**config.mk**
```make
export PLATFORM = sky130hd
export DESIGN_NAME = ls193
export DESIGN_NICKNAME = d
export VERILOG_FILES = /design/src/rtl/ls193.sv
export SDC_FILE = /design/constraint.sdc
export NUM_CORES = 1
export LEC_CHECK = 0
export CAP_MARGIN = 10
export CORE_AREA = 3 3 40 42
export CTS_BUF_LIST = sky130_fd_sc_hd__clkbuf_8
export CTS_CLUSTER_DIAMETER = 30
export DETAILED_ROUTE_END_ITERATION = 10
export DIE_AREA = 0 0 43 45
export GPL_ROUTABILITY_DRIVEN = 0
export GPL_TIMING_DRIVEN = 0
export HOLD_SLACK_MARGIN = 0.1
export PLACE_DENSITY_LB_ADDON = 0.05
export SYNTH_ARGS = -nofsm -noshare
export SYNTH_HDL_FRONTEND = slang
export SYNTH_SLANG_ARGS = --single-unit
```
**constraint.sdc**
```tcl
create_clock -name clk -period 2 [get_ports clk]
set_input_delay 0.2 -clock clk [delete_from_list [all_inputs] [get_ports clk]]
set_output_delay 0.2 -clock clk [all_outputs]
set_load 0.03 [all_outputs]
```
**src/rtl/ls193.sv**
```systemverilog
// ls193: synchronous single-clock model of the SN74LS193 presettable 4-bit
// up/down binary counter with clear, parallel load and carry/borrow outputs.
// UP and DOWN are sampled as levels and edge-detected on clk.
// Optional feature: define LS193_SYNC_INPUT_EN to pass UP and DOWN through a
// two-flop synchronizer, reset high, before edge detection.
// Without the macro, the count latency is 1 cycle. With it, the latency is 3 cycles.
module ls193 (
  input  logic clk,
  input  logic reset,
  input  logic UP,
  input  logic DOWN,
  input  logic CLR,
  input  logic LOAD_n,
  input  logic A,
  input  logic B,
  input  logic C,
  input  logic D,
  output logic QA,
  output logic QB,
  output logic QC,
  output logic QD,
  output logic CO_n,
  output logic BO_n
);

  // Count register and the previous effective UP/DOWN levels.
  logic [3:0] q_q;
  logic [3:0] q_d;
  logic       up_prev_q;
  logic       up_prev_d;
  logic       dn_prev_q;
  logic       dn_prev_d;

  // Effective (possibly synchronised) count levels and their rising edges.
  logic       up_eff;
  logic       dn_eff;
  logic       up_edge;
  logic       dn_edge;
  logic [3:0] load_val;

`ifdef LS193_SYNC_INPUT_EN
  logic up_s1_q;
  logic up_s1_d;
  logic up_s2_q;
  logic up_s2_d;
  logic dn_s1_q;
  logic dn_s1_d;
  logic dn_s2_q;
  logic dn_s2_d;

  // Next state of the two-stage synchronizers for UP and DOWN.
  always_comb begin
    up_s1_d = UP;
    up_s2_d = up_s1_q;
    dn_s1_d = DOWN;
    dn_s2_d = dn_s1_q;
  end

  // Synchronizer stages. They reset high so that reset cannot look like a count edge.
  always_ff @(posedge clk) begin
    if (reset) begin
      up_s1_q <= 1'b1;
      up_s2_q <= 1'b1;
      dn_s1_q <= 1'b1;
      dn_s2_q <= 1'b1;
    end else begin
      up_s1_q <= up_s1_d;
      up_s2_q <= up_s2_d;
      dn_s1_q <= dn_s1_d;
      dn_s2_q <= dn_s2_d;
    end
  end

  assign up_eff = up_s2_q;
  assign dn_eff = dn_s2_q;
`else
  assign up_eff = UP;
  assign dn_eff = DOWN;
`endif

  assign load_val = {D, C, B, A};
  assign up_edge  = up_eff & ~up_prev_q;
  assign dn_edge  = dn_eff & ~dn_prev_q;

  // Next-count selection. Priority is clear, then load, then a legal up count,
  // then a legal down count. Illegal or simultaneous edges hold the count.
  always_comb begin
    q_d = q_q;
    if (CLR) begin
      q_d = 4'd0;
    end else if (!LOAD_n) begin
      q_d = load_val;
    end else if (up_edge && dn_eff && !dn_edge) begin
      q_d = q_q + 4'd1;
    end else if (dn_edge && up_eff && !up_edge) begin
      q_d = q_q - 4'd1;
    end
  end

  // Edge-detect history follows the effective levels every cycle.
  // As a result, an edge masked by clear or load is consumed and not deferred.
  always_comb begin
    up_prev_d = up_eff;
    dn_prev_d = dn_eff;
  end

  // State registers. Reset presets the history high, so that a fresh edge needs a low level first.
  always_ff @(posedge clk) begin
    if (reset) begin
      q_q       <= 4'd0;
      up_prev_q <= 1'b1;
      dn_prev_q <= 1'b1;
    end else begin
      q_q       <= q_d;
      up_prev_q <= up_prev_d;
      dn_prev_q <= dn_prev_d;
    end
  end

  assign QA   = q_q[0];
  assign QB   = q_q[1];
  assign QC   = q_q[2];
  assign QD   = q_q[3];
  assign CO_n = ~((q_q == 4'd15) & ~up_prev_q);
  assign BO_n = ~((q_q == 4'd0) & ~dn_prev_q);

endmodule

```
# Word level (Yosys, flattened, before mapping)
# Index checks and enable logic that the tools add are counted.
[word_totals]
input_bits = 10
regBits = 6
out_inout_bits = 6
[op_classes]
reduce_logical = 8
n_bitwise = 8
n_mux = 3
addsub = 2
n_eq_ne = 2
[op_table]
columns = ["cell", "count"]
rows = [
  ["4-bit two-way mux", 3],
  ["4-bit by 1-bit adder with 4-bit output (second input constant)", 1],
  ["1-bit AND", 4],
  ["4-bit equality test (second input constant)", 1],
  ["1-bit logical AND", 4],
  ["4-bit logical NOT", 1],
  ["1-bit NOT", 4],
  ["4-bit by 1-bit subtractor with 4-bit output (second input constant)", 1],
  ["3-bit by 1-bit inequality test with 1-bit output (second input constant)", 1],
  ["1-bit logical NOT", 2],
  ["2-bit OR reduction", 1],
]

# Longest topological paths before layout
[depth]
depth_word = 7
mapped_depth = 7

# Worst setup path after synthesis
# No wires, ideal clock.
[synth_path]
kind = "reg2reg"
from = "reg up_prev_q"
to = "reg q_q[3]"
period_less_slack_ns = 1.668
slack_ns = 0.332
arrival_ns = 1.595
path_buffers = 0
path_stages_with_launch = 8
path_cell_list = "dfxtp_1 inv_1 nand4_1 ha_1 nand3_1 and3_1 or2_2 o211ai_2"
[synth_between]
elab_chain_len = 6
[synth_lines]
columns = ["element", "line", "rtl"]
rows = [
  ["start, declared", "29", "logic up_prev_q;"],
  ["start signal, assigned", "115", "up_prev_q <= up_prev_d;"],
  ["1-bit NOT *", "82", "assign up_edge = up_eff & ~up_prev_q;"],
  ["1-bit AND *", "82", ""],
  ["1-bit logical AND (2 in series)", "93", "end else if (up_edge && dn_eff && !dn_edge) begin"],
  ["4-bit two-way mux", "93", ""],
  ["4-bit two-way mux", "91", "end else if (!LOAD_n) begin"],
  ["end signal, assigned", "114", "q_q <= q_d;"],
  ["end, declared", "27", "logic [3:0] q_q;"],
]
# Mark *: on every way between the ends. The rest lies on a longest branch, timed or not.
# A chain may end at the register's enable or synchronous reset.

# Worst setup path after layout
[layout_path]
from = "reg dn_prev_q"
to = "reg q_q[3]"
[layout_between]
elab_chain_len = 6
[layout_lines]
columns = ["element", "line", "rtl"]
rows = [
  ["start, declared", "31", "logic dn_prev_q;"],
  ["start signal, assigned", "116", "dn_prev_q <= dn_prev_d;"],
  ["1-bit NOT *", "83", "assign dn_edge = dn_eff & ~dn_prev_q;"],
  ["1-bit AND *", "83", ""],
  ["1-bit logical NOT", "93", ""],
  ["1-bit logical AND", "93", ""],
  ["4-bit two-way mux", "93", ""],
  ["4-bit two-way mux", "91", ""],
]
# Marked as above.

==> flow_metrics.env <==
export IMPL_end_kind="register"
export IMPL_outcome="finished, final reports clean"
export IMPL_die_area_um2=1935
export IMPL_slowest_delay_ns=0.40
export IMPL_hold_path_class="in2reg"
export IMPL_hold_viol=0
export IMPL_hold_depth=2
export IMPL_num_rows=13
export IMPL_worstPathArrival_ns=1.93
export IMPL_netlist_area_leader_share=0.2857
export IMPL_clockBufferDepth=2
export IMPL_fin_crit_sh=0.8901
export IMPL_pin_count=16
export IMPL_placedCellCount=77
export IMPL_cpLargestDelayFamily="simple AND/OR/NAND/NOR gates"
export IMPL_irDropWorstVdd_v=0.0003891
export IMPL_setup_violations=0
export IMPL_p_per_area_nw_per_um2=636.7
export IMPL_max_freq_mhz=561.7
export IMPL_fin_hold_ws_ns=0.3234
export IMPL_grt_usage=0.1132
export IMPL_crit_buf_inv=0
export IMPL_core_um2=1285
export IMPL_die_h_um=45
export IMPL_hold_start="DOWN"
export IMPL_p_leak_nw=0.2446
export IMPL_postPlaceCellArea_um2=579.3
export IMPL_finalNonFillerCells=80
export IMPL_worstSkewPairLatency_ns=0.22
export IMPL_top_layer="met4"
export IMPL_m1WireLength_um=418
export IMPL_critPathKind="reg2reg"
export IMPL_grt_max_degree=10
export IMPL_vias_per_cell=5.113
export IMPL_worstReg2RegStart="dn_prev_q"
export IMPL_io_buffers=14
export IMPL_cts_tree="yes"
export IMPL_postCtsSetupRepairBufs=0
export IMPL_rsz0062_at_grt="false"
export IMPL_drtPass1Iterations=4
export IMPL_start_util=0.3272
export IMPL_ys_types=28
export IMPL_r2r_cells=6
export IMPL_start_kind="register"
export IMPL_synth_avg_cell_area_um2=8.758
export IMPL_route_met3_wl_um=73
export IMPL_clock_sinks=6
export IMPL_cts_root_buf="clkbuf_8"
export IMPL_drive_gt1_frac=0.1385
export IMPL_grt_first_pass_wirelength_um=1538
export IMPL_finalMaxSlewViolations=0
export IMPL_crit_chain="nand4_1, ha_1, nand3_1, and3_1, or2_2, o211ai_2"
export IMPL_power_frac_comb=0.199
export IMPL_die_x_um=43
export IMPL_wl_met2_um=385
export IMPL_r2r_end="q_q[3]"
export IMPL_whs_endpoint="dn_prev_q"
export IMPL_fin_worst_skew_ns=0.004215
export IMPL_drc=0
export IMPL_syn_area_um2=420.4
export IMPL_wire_per_inst_um=11.20
export IMPL_fin_crit_ns=1.780
export IMPL_synthTopCellsByArea="dfxtp_1 (29%), ha_1 (6.0%), fa_1 (4.8%)"
export IMPL_yosysSeqAreaShare=0.2857
export IMPL_hpwl_um=712.9
export IMPL_numCtsBuffers=3
export IMPL_seqPwrFrac=0.337
export IMPL_critical_path_required_ns=2.15
export IMPL_grt_overflow=0
export IMPL_hold_buffers=0
export IMPL_syn_inst=48
export IMPL_wl_um=896
export IMPL_regToRegSetupSlack_ns=0.22
export IMPL_synth_top_cell_by_area="dfxtp_1"
export IMPL_antenna_found_initial=0
export IMPL_critPathMaxFanout=5
export IMPL_fin_total_pwr_w=0.0003983
export IMPL_synth_seq_cells=6
export IMPL_yosysWarnings=0
export IMPL_drtIter0Drc=5
export IMPL_syn_nets=61
export IMPL_tightest_slew_ns=0.3530
export IMPL_n_antenna_cell=0
export IMPL_area_delta_synth_final_pct=48.81
export IMPL_htreeDepth=1
export IMPL_ant_nets=0
export IMPL_slew_headroom=0.7647
export IMPL_clockPowerShare=0.464
export IMPL_power_share_switching=0.2524
export IMPL_fin_area_um2=625.6
export IMPL_cap_violations=0
export IMPL_cts_repair_resized=0
export IMPL_internal_power_w=0.0002978
export IMPL_grt_pass1_vias=353
export IMPL_crit_path_top_delay_cell="dfxtp_1"
export IMPL_switchingPower_w=0.0001005
export IMPL_nets=80
export IMPL_clkTransAtPathRegs_ns=0.04
export IMPL_vias=409
-- cell type report --
cell class	count	area, um^2
Timing Repair Buffer	14	145.1
Buffer	2	8.758
Multi-Input combinational cell	38	284.0
Fill cell	137	659.4
Clock buffer	3	41.29
Inverter	2	7.507
Tap cell	15	18.77
Sequential cell	6	120.1
-- cells by family after synthesis --
logic type,count (synthesis),share of synthesized area
buffers and inverters,4,0.03868
XOR/XNOR,3,0.06251
adder cells (fa/ha/maj),3,0.1071
AO/OA/AOI/OAI,10,0.1726
AND/OR/NAND/NOR,21,0.3095
flip-flops,6,0.2857
multiplexers,1,0.02381
-- power groups by stage --
stage	Sequential [W]	Combinational (W)	Clock, W
after floorplan	0.000141	0.0000401	0
after global placement	0.000136	0.0000802	0
after detailed placement	0.000136	0.0000801	0
after CTS	0.000134	0.0000806	0.000191
after global routing	0.000135	0.0000873	0.000204
final	0.000134	0.0000794	0.000185
-- sequential cells by signal, indices dropped and copies added, names as in the netlist --
signal     flops
q_q            4
dn_prev_q      1
up_prev_q      1
-- how the worst max path moves through the flow --
stage,start,to,slack [ns],cells past startpoint
after floorplan,up_prev_q,q_q[3],0.33,7
after global placement,UP,q_q[3],-0.18,7
after detailed placement,UP,q_q[3],-0.19,7
after CTS,UP,q_q[3],0.04,7
after global routing,up_prev_q,q_q[3],0.1,7
final,dn_prev_q,q_q[3],0.22,6
-- per-layer routing --
metal,GRT usage,vias to the layer above
met5,0,-
met2,0.1467,15
met3,0.05976,2
li1,-,209
met4,0.07229,0
met1,0.1446,183
-- cell usage in the layout (no fill, tap or decap) --
cell type / n
inv_1: 2
a21oi_1: 3
or4b_4: 1
a211oi_1: 2
clkbuf_8: 3
nor2_1: 2
nand4_1: 2
a31oi_1: 1
clkbuf_1: 1
and3_1: 2
and3_4: 1
o211ai_2: 1
dfxtp_1: 6
xnor2_1: 2
o211ai_1: 1
dlymetal6s2s_1: 2
clkbuf_2: 1
or2_2: 1
nand3_1: 3
mux2i_1: 1
ha_1: 2
o21ai_0: 1
nor4_1: 2
or2_1: 3
fa_1: 1
clkdlybuf4s50_1: 12
nor2b_1: 1
nand2_1: 2
xor2_1: 1
o21bai_2: 1
nand2b_1: 1
-- through the flow --
stage	utilization	worst slack, ns	setup TNS [ns]
final	0.4869	0.2197	0
after global routing	0.4869	0.09801	0
after detailed placement	0.4508	-0.1902	-0.1902
after global placement	0.4508	-0.1753	-0.1753
after CTS	0.4830	0.04105	0
after floorplan	-	0.3322	0
-- cell usage after synthesis (all sizes together) --
library cell and instances:
dfxtp 6, or2 4, a21oi 3, and3 3
nand3 3, a211oi 2, clkbuf 2, ha 2
inv 2, nand2 2, nand4 2, nor2 2
nor4 2, o211ai 2, xnor2 2, a31oi 1
fa 1, mux2i 1, nand2b 1, nor2b 1
o21ai 1, o21bai 1, or4b 1, xor2 1
Note: power is estimated with default switching activity, not from simulation.
